[src/rtl/prefetch_fifo_if.sv]
// Handshake bundle between the cache read stage / decoder and the prefetch buffer.
interface prefetch_fifo_if #(
   parameter int unsigned ADDR_W = 4
);
   logic              pr_reset;
   logic              prefetchfifo_write_do;
   logic [35:0]       prefetchfifo_write_data;
   logic              prefetchfifo_signal_limit_do;
   logic              prefetchfifo_signal_pf_do;
   logic [ADDR_W:0]   prefetchfifo_used;
   logic              prefetchfifo_overflow;
   logic              fetch_valid;
   logic [31:0]       fetch_data;
   logic [2:0]        fetch_length;
   logic              fetch_limit;
   logic              fetch_page_fault;
   logic              fetch_consume_do;
   logic [2:0]        fetch_consume_len;

   modport master (
      output pr_reset, prefetchfifo_write_do, prefetchfifo_write_data,
             prefetchfifo_signal_limit_do, prefetchfifo_signal_pf_do,
             fetch_consume_do, fetch_consume_len,
      input  prefetchfifo_used, prefetchfifo_overflow, fetch_valid, fetch_data,
             fetch_length, fetch_limit, fetch_page_fault
   );

   modport slave (
      input  pr_reset, prefetchfifo_write_do, prefetchfifo_write_data,
             prefetchfifo_signal_limit_do, prefetchfifo_signal_pf_do,
             fetch_consume_do, fetch_consume_len,
      output prefetchfifo_used, prefetchfifo_overflow, fetch_valid, fetch_data,
             fetch_length, fetch_limit, fetch_page_fault
   );
endinterface

[src/rtl/prefetch_fifo.sv]
// Code-byte prefetch buffer: circular entry store with a registered, partially
// consumable head entry presented to the decoder.
module prefetch_fifo #(
   parameter int unsigned ADDR_W = 4
) (
   input logic            clk,
   input logic            rst_n,
   prefetch_fifo_if.slave bus
);
   localparam int unsigned DEPTH = 2 ** ADDR_W;
   localparam int unsigned CNT_W = ADDR_W + 1;
   localparam logic [3:0]  LEN_LIMIT = 4'hF;
   localparam logic [3:0]  LEN_PF    = 4'hE;

   logic [35:0]       mem_q [DEPTH];
   logic [ADDR_W-1:0] wr_ptr_q, wr_ptr_d, rd_ptr_q, rd_ptr_d, rd_next;
   logic [CNT_W-1:0]  cnt_q, cnt_d;
   logic              ovf_q, ovf_d, valid_q, valid_d, limit_q, limit_d, pf_q, pf_d;
   logic [2:0]        len_q, len_d;
   logic [31:0]       data_q, data_d;
   logic              wr_req, full, consume, pop, partial, accept, load_en, load_code;
   logic [35:0]       wr_entry, load_entry;

   // Single write per cycle: page fault beats limit beats code.
   always_comb begin
      wr_req   = bus.prefetchfifo_signal_pf_do | bus.prefetchfifo_signal_limit_do |
                 bus.prefetchfifo_write_do;
      wr_entry = bus.prefetchfifo_write_data;
      if (bus.prefetchfifo_signal_pf_do)         wr_entry = {LEN_PF, 32'h0};
      else if (bus.prefetchfifo_signal_limit_do) wr_entry = {LEN_LIMIT, 32'h0};
   end

   assign full    = (cnt_q == CNT_W'(DEPTH));
   assign consume = valid_q & ~limit_q & ~pf_q & bus.fetch_consume_do &
                    (bus.fetch_consume_len != 3'd0);
   assign pop     = consume & (bus.fetch_consume_len >= len_q);
   assign partial = consume & ~pop;
   assign accept  = wr_req & (~full | pop);
   assign rd_next = rd_ptr_q + ADDR_W'(1);

   // Next state; a popped head refills from storage, or bypasses the incoming write.
   always_comb begin
      wr_ptr_d   = wr_ptr_q;
      rd_ptr_d   = rd_ptr_q;
      cnt_d      = cnt_q;
      ovf_d      = ovf_q;
      valid_d    = valid_q;
      limit_d    = limit_q;
      pf_d       = pf_q;
      len_d      = len_q;
      data_d     = data_q;
      load_en    = 1'b0;
      load_entry = wr_entry;
      load_code  = 1'b0;
      if (bus.pr_reset) begin
         wr_ptr_d = '0;
         rd_ptr_d = '0;
         cnt_d    = '0;
         ovf_d    = 1'b0;
         valid_d  = 1'b0;
         limit_d  = 1'b0;
         pf_d     = 1'b0;
         len_d    = '0;
         data_d   = '0;
      end else begin
         if (accept) wr_ptr_d = wr_ptr_q + ADDR_W'(1);
         if (pop)    rd_ptr_d = rd_next;
         cnt_d = cnt_q + CNT_W'(accept) - CNT_W'(pop);
         if (wr_req && full && !pop) ovf_d = 1'b1;
         if (partial) begin
            data_d = data_q >> {bus.fetch_consume_len, 3'b000};
            len_d  = len_q - bus.fetch_consume_len;
         end
         if (pop) begin
            if (cnt_q > CNT_W'(1)) begin
               load_en    = 1'b1;
               load_entry = mem_q[rd_next];
            end else if (accept) begin
               load_en = 1'b1;
            end else begin
               valid_d = 1'b0;
               limit_d = 1'b0;
               pf_d    = 1'b0;
               len_d   = '0;
               data_d  = '0;
            end
         end else if (!valid_q && accept) begin
            load_en = 1'b1;
         end
         if (load_en) begin
            load_code = (load_entry[35:32] != LEN_LIMIT) && (load_entry[35:32] != LEN_PF);
            valid_d   = 1'b1;
            limit_d   = (load_entry[35:32] == LEN_LIMIT);
            pf_d      = (load_entry[35:32] == LEN_PF);
            len_d     = load_code ? load_entry[34:32] : 3'd0;
            data_d    = load_code ? load_entry[31:0] : 32'h0;
         end
      end
   end

   always_ff @(posedge clk) begin
      if (accept && !bus.pr_reset) mem_q[wr_ptr_q] <= wr_entry;
   end

   always_ff @(posedge clk or negedge rst_n) begin
      if (!rst_n) begin
         wr_ptr_q <= '0;
         rd_ptr_q <= '0;
         cnt_q    <= '0;
         ovf_q    <= 1'b0;
         valid_q  <= 1'b0;
         limit_q  <= 1'b0;
         pf_q     <= 1'b0;
         len_q    <= '0;
         data_q   <= '0;
      end else begin
         wr_ptr_q <= wr_ptr_d;
         rd_ptr_q <= rd_ptr_d;
         cnt_q    <= cnt_d;
         ovf_q    <= ovf_d;
         valid_q  <= valid_d;
         limit_q  <= limit_d;
         pf_q     <= pf_d;
         len_q    <= len_d;
         data_q   <= data_d;
      end
   end

   assign bus.prefetchfifo_used     = cnt_q;
   assign bus.prefetchfifo_overflow = ovf_q;
   assign bus.fetch_valid           = valid_q;
   assign bus.fetch_data            = data_q;
   assign bus.fetch_length          = len_q;
   assign bus.fetch_limit           = limit_q;
   assign bus.fetch_page_fault      = pf_q;
endmodule
[src/flat_wrapper.sv]
// flat-port wrapper written by rule: the top's interface ports become plain ports
module prefetch_fifo_flat 
#(
   parameter int unsigned ADDR_W = 4
)
  (clk, rst_n, bus_pr_reset, bus_prefetchfifo_write_do, bus_prefetchfifo_write_data, bus_prefetchfifo_signal_limit_do, bus_prefetchfifo_signal_pf_do, bus_fetch_consume_do, bus_fetch_consume_len, bus_prefetchfifo_used, bus_prefetchfifo_overflow, bus_fetch_valid, bus_fetch_data, bus_fetch_length, bus_fetch_limit, bus_fetch_page_fault);
  prefetch_fifo_if #(.ADDR_W(ADDR_W)) bus_i ();
  input logic clk;
  input logic rst_n;
  input wire logic [$bits(bus_i.pr_reset)-1:0] bus_pr_reset;
  input wire logic [$bits(bus_i.prefetchfifo_write_do)-1:0] bus_prefetchfifo_write_do;
  input wire logic [$bits(bus_i.prefetchfifo_write_data)-1:0] bus_prefetchfifo_write_data;
  input wire logic [$bits(bus_i.prefetchfifo_signal_limit_do)-1:0] bus_prefetchfifo_signal_limit_do;
  input wire logic [$bits(bus_i.prefetchfifo_signal_pf_do)-1:0] bus_prefetchfifo_signal_pf_do;
  input wire logic [$bits(bus_i.fetch_consume_do)-1:0] bus_fetch_consume_do;
  input wire logic [$bits(bus_i.fetch_consume_len)-1:0] bus_fetch_consume_len;
  output wire logic [$bits(bus_i.prefetchfifo_used)-1:0] bus_prefetchfifo_used;
  output wire logic [$bits(bus_i.prefetchfifo_overflow)-1:0] bus_prefetchfifo_overflow;
  output wire logic [$bits(bus_i.fetch_valid)-1:0] bus_fetch_valid;
  output wire logic [$bits(bus_i.fetch_data)-1:0] bus_fetch_data;
  output wire logic [$bits(bus_i.fetch_length)-1:0] bus_fetch_length;
  output wire logic [$bits(bus_i.fetch_limit)-1:0] bus_fetch_limit;
  output wire logic [$bits(bus_i.fetch_page_fault)-1:0] bus_fetch_page_fault;
  assign bus_i.pr_reset = bus_pr_reset;
  assign bus_i.prefetchfifo_write_do = bus_prefetchfifo_write_do;
  assign bus_i.prefetchfifo_write_data = bus_prefetchfifo_write_data;
  assign bus_i.prefetchfifo_signal_limit_do = bus_prefetchfifo_signal_limit_do;
  assign bus_i.prefetchfifo_signal_pf_do = bus_prefetchfifo_signal_pf_do;
  assign bus_i.fetch_consume_do = bus_fetch_consume_do;
  assign bus_i.fetch_consume_len = bus_fetch_consume_len;
  assign bus_prefetchfifo_used = bus_i.prefetchfifo_used;
  assign bus_prefetchfifo_overflow = bus_i.prefetchfifo_overflow;
  assign bus_fetch_valid = bus_i.fetch_valid;
  assign bus_fetch_data = bus_i.fetch_data;
  assign bus_fetch_length = bus_i.fetch_length;
  assign bus_fetch_limit = bus_i.fetch_limit;
  assign bus_fetch_page_fault = bus_i.fetch_page_fault;
  prefetch_fifo #(.ADDR_W(ADDR_W)) u_core (.clk(clk), .rst_n(rst_n), .bus(bus_i));
endmodule
[config.mk]
export PLATFORM = sky130hd
export DESIGN_NAME = prefetch_fifo_flat
export DESIGN_NICKNAME = d
export VERILOG_FILES = /design/src/rtl/prefetch_fifo_if.sv /design/src/rtl/prefetch_fifo.sv /design/src/flat_wrapper.sv
export SDC_FILE = /design/constraint.sdc
export NUM_CORES = 1
export LEC_CHECK = 0
export CORE_UTILIZATION = 60
export CTS_BUF_LIST = sky130_fd_sc_hd__clkbuf_8 sky130_fd_sc_hd__clkbuf_16
export CTS_CLUSTER_SIZE = 20
export DETAILED_ROUTE_END_ITERATION = 6
export PLACE_DENSITY = 0.83
export SYNTH_ARGS = -nofsm -noshare
export SYNTH_HDL_FRONTEND = slang
export SYNTH_SLANG_ARGS = --single-unit
[constraint.sdc]
create_clock -name clk -period 11.25 [get_ports clk]
set_input_delay 2.25 -clock clk [delete_from_list [all_inputs] [get_ports clk]]
set_output_delay 2.25 -clock clk [all_outputs]
set_load 0.01 [all_outputs]
==> run metrics, run 1 <==
Slew headroom 14.2%; r2r endpoint u_core.bus.fetch_data[21]; Die Ht 209 µm; Synth Area in XOR/XNOR less than 1%; min Tclk post-route around 6.0 ns; CP Capture Type register; cells after synthesis between 1,000 and 1,500; switching power share of the total 24.8%; Post-synth EDFFs roughly 580; count leader, synth edfxtp_1; total leakage power between 9 and 10 nW; 1st-pass router iterations 7; via count 13,786; PostCTS Resize Cnt 0; r2r setup slk 7.46 ns; multiplexer share of the synthesized area between 15 and 20%; Core Area roughly 42,000 µm²; global-route wire length before repair between 90,000 and 100,000 µm; Synth top area share about two thirds; Power Density ~190 nW/µm²; Area Growth Syn to Fin 13.1%; Comb pwr share 14.7%; mapped cell area 25,700 µm²; Net Switching between 1 and 1.5 mW; Max Cap Viol 0; num ports 90; Synth area leader edfxtp_1; fin area roughly 29,000 µm²; status complete, but fails checks; clock transition at the registers of the reported paths about 0.070 ns; Layout Skew about 0.025 ns; Yosys Warn Count 0; Final setup viols 0; RSZ-0062 raised after global routing false; Post-Synth Adder-Cell Area less than 1%; crit path DAT 6.24 ns; vias per cell slightly below 7; critical path buffer and inverter count 4; vias in the first global route roughly 14,000; required time of the worst setup path ~11 ns; CP endpoint u_core.mem_q[12][32]; Antenna Cells 0; Max Fclk roughly 170 MHz; HPWL Detailed between 30,000 and 40,000 µm; Total Die Area between 40,000 and 50,000 µm²; Int Pwr ~4.2 mW; Layout Nets 1,476; TNS Setup 0 ns; post-synthesis simple-gate area fraction ~3.9%; All-Layer GR Usage roughly 29%; DP Area between 20,000 and 30,000 µm²; clock network fraction of design power between 30% and 40%; r2r startpoint u_core.rd_ptr_q[0]; count of cell types in the netlist between 50 and 60; critical path depth 10; syn nets about 1,400; Die Span X around 210 µm; final core occ around 69%; r2r worst-path depth 8; clock sink total about 630; CTS Hold Bufs 0; CP Launch Point bus_fetch_consume_len[2]; final hold viol count 0; Final GP Congestion 0.882; CTS tree built; Hold Path Cell Cnt 2; post-synthesis sequential area ratio 72.3%; Yosys reg bits between 600 and 700; IO buf count 89; Cell Rows 75; largest net degree at the start of global routing around 60; crit-path leading delay family buffers and inverters; Overflow after GRT 0; worst min path class register to register; maximum vdd drop around 0.16 mV; top cells by count, synth edfxtp_1, mux4_2, nand2_1; Hold Path Origin u_core.bus.prefetchfifo_overflow; failing checks design-rule violations; drt total wl around 61,000 µm; largest family of logic cells by synthesized area multiplexers; synth top area cells edfxtp_1, mux4_2, dfrtp_1, mux2i_1, and2_1; total CTS buffers 59; layout cell share with drive strength beyond 1 a little over a fifth; WS Path Type input pin to register; Main synth FF type edfxtp_1; wire length per cell ~30 µm; ys async rst share roughly 8.3%; drt initial violations roughly 1,800; Clock Latency Late Sink a little over 0.6 ns; H-Tree Level Count 2; Initial Utilization between 60% and 70%; drc violations 1; fin crit share a little over half; CP startpoint kind input pin; worst slew pin tran approximately 1.3 ns; Clock Tree Buf Depth 3; top fanout value on the critical path 24; Synth Area in Compound Gates 4.11%; Avg Inst Size Synth between 15 and 20 µm²; slowest CP cell clkdlybuf4s50_1; Reg power frac between 40% and 50%; number of antenna violations at the first check in global routing 0; crit-path cells clkdlybuf4s50_1, clkinv_1, ha_1, nor2_1, a31oi_1, a21o_1, inv_4, o2111ai_1, nor2_4, buf_4; remaining antenna violation count 0; post-CTS setup buffers 0; clock tree root buffer cell clkbuf_16; max-slew violation count 0; largest stage delay on the critical path 0.75 ns
## cell usage in the layout (no fill, tap or decap), types with 10 or more instances in the layout
cell and instances:
inv_1 32, a21oi_1 25, clkinv_1 10, mux4_2 160, nand2_1 59, o21ai_0 12, o32ai_1 21, ha_1 16
clkinv_2 10, dfrtp_1 51, o31ai_1 11, a211oi_1 20, clkdlybuf4s50_1 88, buf_4 23, nor2_1 34, and2_1 49
nor3_1 11, edfxtp_1 576, mux2i_1 51, a22oi_1 24, a31oi_1 19, clkbuf_16 60
## sequential cells by signal, summed over array words and instances, names as in the netlist
name and flops:
u_core.bus.fetch_length 3, u_core.bus.fetch_page_fault 1, u_core.mem_q 576, u_core.rd_ptr_q 4, u_core.bus.prefetchfifo_used 5, u_core.bus.prefetchfifo_overflow 1
u_core.bus.fetch_data 32, u_core.bus.fetch_valid 1, u_core.wr_ptr_q 4, u_core.bus.fetch_limit 1
## power groups by stage
stage	Combinational [mW]	Sequential (mW)	Clock (mW)
6_report	0.813	2.71	2.03
5_1_grt	0.859	2.71	2.13
4_1_cts	0.812	2.71	2.04
2_1_floorplan	0.554	2.74	0
3_3_place_gp	0.779	2.75	0
3_5_place_dp	0.798	2.75	0
## kinds of logic (layout without fill, tap and decap cells)
group	Yosys count	in the layout
DFF	628	628
muxes	215	215
and+or+nand+nor	196	196
AOI/OAI and AO/OA	147	147
buffers and inverters	97	245
adders and majority gates	19	19
xor gates and xnor gates	11	11
## worst reg2reg max path, delay by kind of cell (launching register included)
| kind | cells | cell delay (ns) |
|---|---|---|
| compound gates | 3 | 0.47 |
| fa+ha+maj | 1 | 0.74 |
| buf+inv | 1 | 0.85 |
| flops | 1 | 0.63 |
| mux | 2 | 0.75 |
| simple gates | 1 | 0.18 |
## metal layers
| layer | wire, µm | track usage (%) |
|---|---|---|
| met2 | 29700 | 45.0 |
| met4 | 2100 | 10.4 |
| met3 | 5980 | 6.06 |
| met1 | 22900 | 40.1 |
| met5 | 0 | 0 |
## through the flow
stage	std cells	hold slack, ns	power, mW	setup WS [ns]
after floorplan	1313	0.527	3.30	3.57
after global placement	1889	0.510	3.53	4.93
after detailed placement	1889	0.510	3.55	4.79
after CTS	2000	0.527	5.56	5.40
after global routing	2000	0.546	5.70	5.07
final	2000	0.527	5.55	5.25
## how the worst min path moves through the flow
| stage | end | slack (ns) |
|---|---|---|
| after global routing | u_core.bus.fetch_limit | 0.55 |
| after global placement | u_core.bus.prefetchfifo_overflow | 0.51 |
| final | u_core.bus.prefetchfifo_overflow | 0.53 |
| after CTS | u_core.bus.prefetchfifo_overflow | 0.53 |
| after detailed placement | u_core.bus.prefetchfifo_overflow | 0.51 |
| after floorplan | u_core.bus.fetch_limit | 0.53 |
## area by class of cell
class	instances	area, µm²
timing repair buffer	112	1060
clock inverter	48	445
sequential	628	18600
multi-input combinational	588	6690
fill	2437	13000
clock buffer	63	1540
inverter	22	85.1
tap	539	674
(Power assumes the default switching activity.)
==> run 2: changes to the inputs <==
--- a/config.mk
+++ b/config.mk
@@ -5,11 +5,11 @@
 export SDC_FILE = /design/constraint.sdc
 export NUM_CORES = 1
 export LEC_CHECK = 0
-export CORE_UTILIZATION = 60
+export CORE_UTILIZATION = 55
 export CTS_BUF_LIST = sky130_fd_sc_hd__clkbuf_8 sky130_fd_sc_hd__clkbuf_16
 export CTS_CLUSTER_SIZE = 20
 export DETAILED_ROUTE_END_ITERATION = 6
-export PLACE_DENSITY = 0.83
+export PLACE_DENSITY = 0.81
 export SYNTH_ARGS = -nofsm -noshare
 export SYNTH_HDL_FRONTEND = slang
 export SYNTH_SLANG_ARGS = --single-unit
==> constraint.sdc (replaced) <==
create_clock -name clk -period 5.2 [get_ports clk]
set_input_delay 1.04 -clock clk [delete_from_list [all_inputs] [get_ports clk]]
set_output_delay 1.04 -clock clk [all_outputs]
set_load 0.01 [all_outputs]
==> run metrics, run 2 (synthesis gave the netlist of run 1 again) <==
status complete, no violations; Final GP Congestion 0.924 (+4.8%); minimum hold slack 0.509 ns (-0.0187 ns); total CTS buffers 59 (unchanged); Die Ht 218 µm (+4.4%); Layout Nets 1,507 (+2.1%); IO buf count 89 (unchanged); max-slew violation count 0 (unchanged); WS Path Type input pin to register; r2r setup slk 1.81 ns (-5.65 ns); post-CTS setup buffers 0 (unchanged); global-route wire length before repair 86,500 µm (-4.1%); number of antenna violations at the first check in global routing 0 (unchanged); via count 13,622 (-1.2%); commonest non-fill, non-tap cell in the layout edfxtp_1; clock transition at the registers of the reported paths 0.06 ns (about the same); RSZ-0062 raised after global routing false; PostCTS Resize Cnt 0 (unchanged); slowest CP cell and2_2; clock tree root buffer cell clkbuf_16; met2 routed WL 27,800 µm (-6.7%); Largest register FFs 576 (unchanged); Hold Path Cell Cnt 2 (unchanged); Layout Skew 0.0154 ns (-0.00931 ns); Area Growth Syn to Fin 13.9%; critical path buffer and inverter count 4 (unchanged); Final setup viols 0 (unchanged); final hold viol count 0 (unchanged); Sequential Area 18,600 µm² (unchanged); top fanout value on the critical path 21 (-13%); maximum vdd drop 0.292 mV (+80%); Cell Rows 78 (+4.0%); largest stage delay on the critical path 0.56 ns (-0.19 ns); Clock Latency Late Sink 0.62 ns (about the same); CTS Hold Bufs 0 (unchanged); min Tclk post-route roughly 4.2 ns; crit-path cells clkdlybuf4s50_1, clkinv_1, ha_1, nor2_1, a31oi_1, a21o_1, inv_4, o21ai_1, nor3b_1, and2_2, buf_12; 1st-pass router iterations 7 (unchanged); Die Span X 218 µm (+4.4%); Core Area 45,800 µm² (+8.6%); H-Tree Level Count 2 (unchanged); num ports 90 (unchanged); Max Fclk approximately 240 MHz; Routed met3 length 5460 µm (-8.8%); setup ws final 0.985 ns (-4.27 ns); clock sink total 628 (unchanged); Max Cap Viol 0 (unchanged); Power Density 397 nW/µm² (+110%); Filler Cells Inserted 2,980 (+22%); drt initial violations 1,817 (+1.4%); CP Capture Type register; r2r worst-path depth 8 (unchanged); largest net degree at the start of global routing 101 (+71%); Overflow after GRT 0 (unchanged); HPWL Detailed 34,500 µm (+0.57%); remaining antenna violation count 0 (unchanged); area occupied by multi-input gates 6690 µm² (unchanged); drt total wl 58,100 µm (-4.4%); worst slew pin tran 1.23 ns (-0.0517 ns); final core occ 64.0% (-5.1 points); critical path depth 11 (+1); most frequent cells in the layout edfxtp_1, mux4_2, clkdlybuf4s50_1, clkbuf_16, nand2_1; vias per cell 6.51 (-5.5%); layout cell share with drive strength beyond 1 22.4% (+1.2 points); Antenna Cells 0 (unchanged); Total Die Area 47,600 µm² (+9.0%); total leakage power 9.40 nW (+1.0%); Design Power 11.6 mW (+110%); All-Layer GR Usage 25.1% (-3.5 points); TNS Setup 0 ns (unchanged); fin crit share 81.1%; CP startpoint kind input pin; wire length per cell 27.8 µm (-8.6%); crit path DAT 4.53 ns (-1.71 ns); CTS tree built; worst min path class register to register; Slew headroom 17.7% (+3.5 points); Max Used Layer met4; Clock Tree Buf Depth 3 (unchanged); Initial Utilization 56.2% (-4.9 points); Top reg by flops u_core.mem_q; DP Worst Slack 0.402 ns (-4.39 ns); drc violations 0 (-1); required time of the worst setup path 5.51 ns (-5.98 ns); crit-path leading delay family buffers and inverters; Met1 Routed Length 23,000 µm (+0.37%); vias in the first global route 13,658 (-1.8%)
run 2: worst min-delay path, cell delays in order, from the launching register on:
cell and delay, ns:
dfrtp_1 0.36, nand2_1 0.06, o31ai_1 0.06
run 2: metrics by stage:
| step | cells | cell area (µm²) |
|---|---|---|
| after detailed placement | 1981 | 27500 |
| after global placement | 1981 | 27500 |
| after CTS | 2091 | 29300 |
| after global routing | 2091 | 29300 |
| after floorplan | 1313 | 25700 |
| final | 2091 | 29300 |
run 2: per-layer routing:
metal | GRT usage (%) | up-vias
li1 | - | 5654
met1 | 35.7 | 7027
met2 | 39.0 | 822
met3 | 4.72 | 119
met5 | 0 | -
met4 | 9.42 | 0
run 2: final timing paths:
check | from | endpoint
min reg2reg | u_core.bus.fetch_limit | u_core.bus.fetch_limit
min in group asynchronous | rst_n | u_core.bus.fetch_page_fault
max | bus_fetch_consume_len[2] | u_core.mem_q[5][5]
max reg2reg | u_core.bus.fetch_length[1] | u_core.mem_q[5][5]
max in group asynchronous | rst_n | u_core.rd_ptr_q[0]
min | u_core.bus.fetch_limit | u_core.bus.fetch_limit
run 2: power by group:
part,switching (mW),total [mW],internal [mW]
Combinational,0.968,1.74,0.772
Clock,1.80,4.03,2.23
Sequential,0.111,5.85,5.74
run 2: final cells by class:
type,instances,area share [%]
Clock buffer,60,5.13
Timing Repair Buffer,143,4.62
Inverter,22,0.290
Sequential cell,628,63.5
Multi-Input combinational cell,588,22.8
Clock inverter,50,1.07
Tap cell,600,2.56
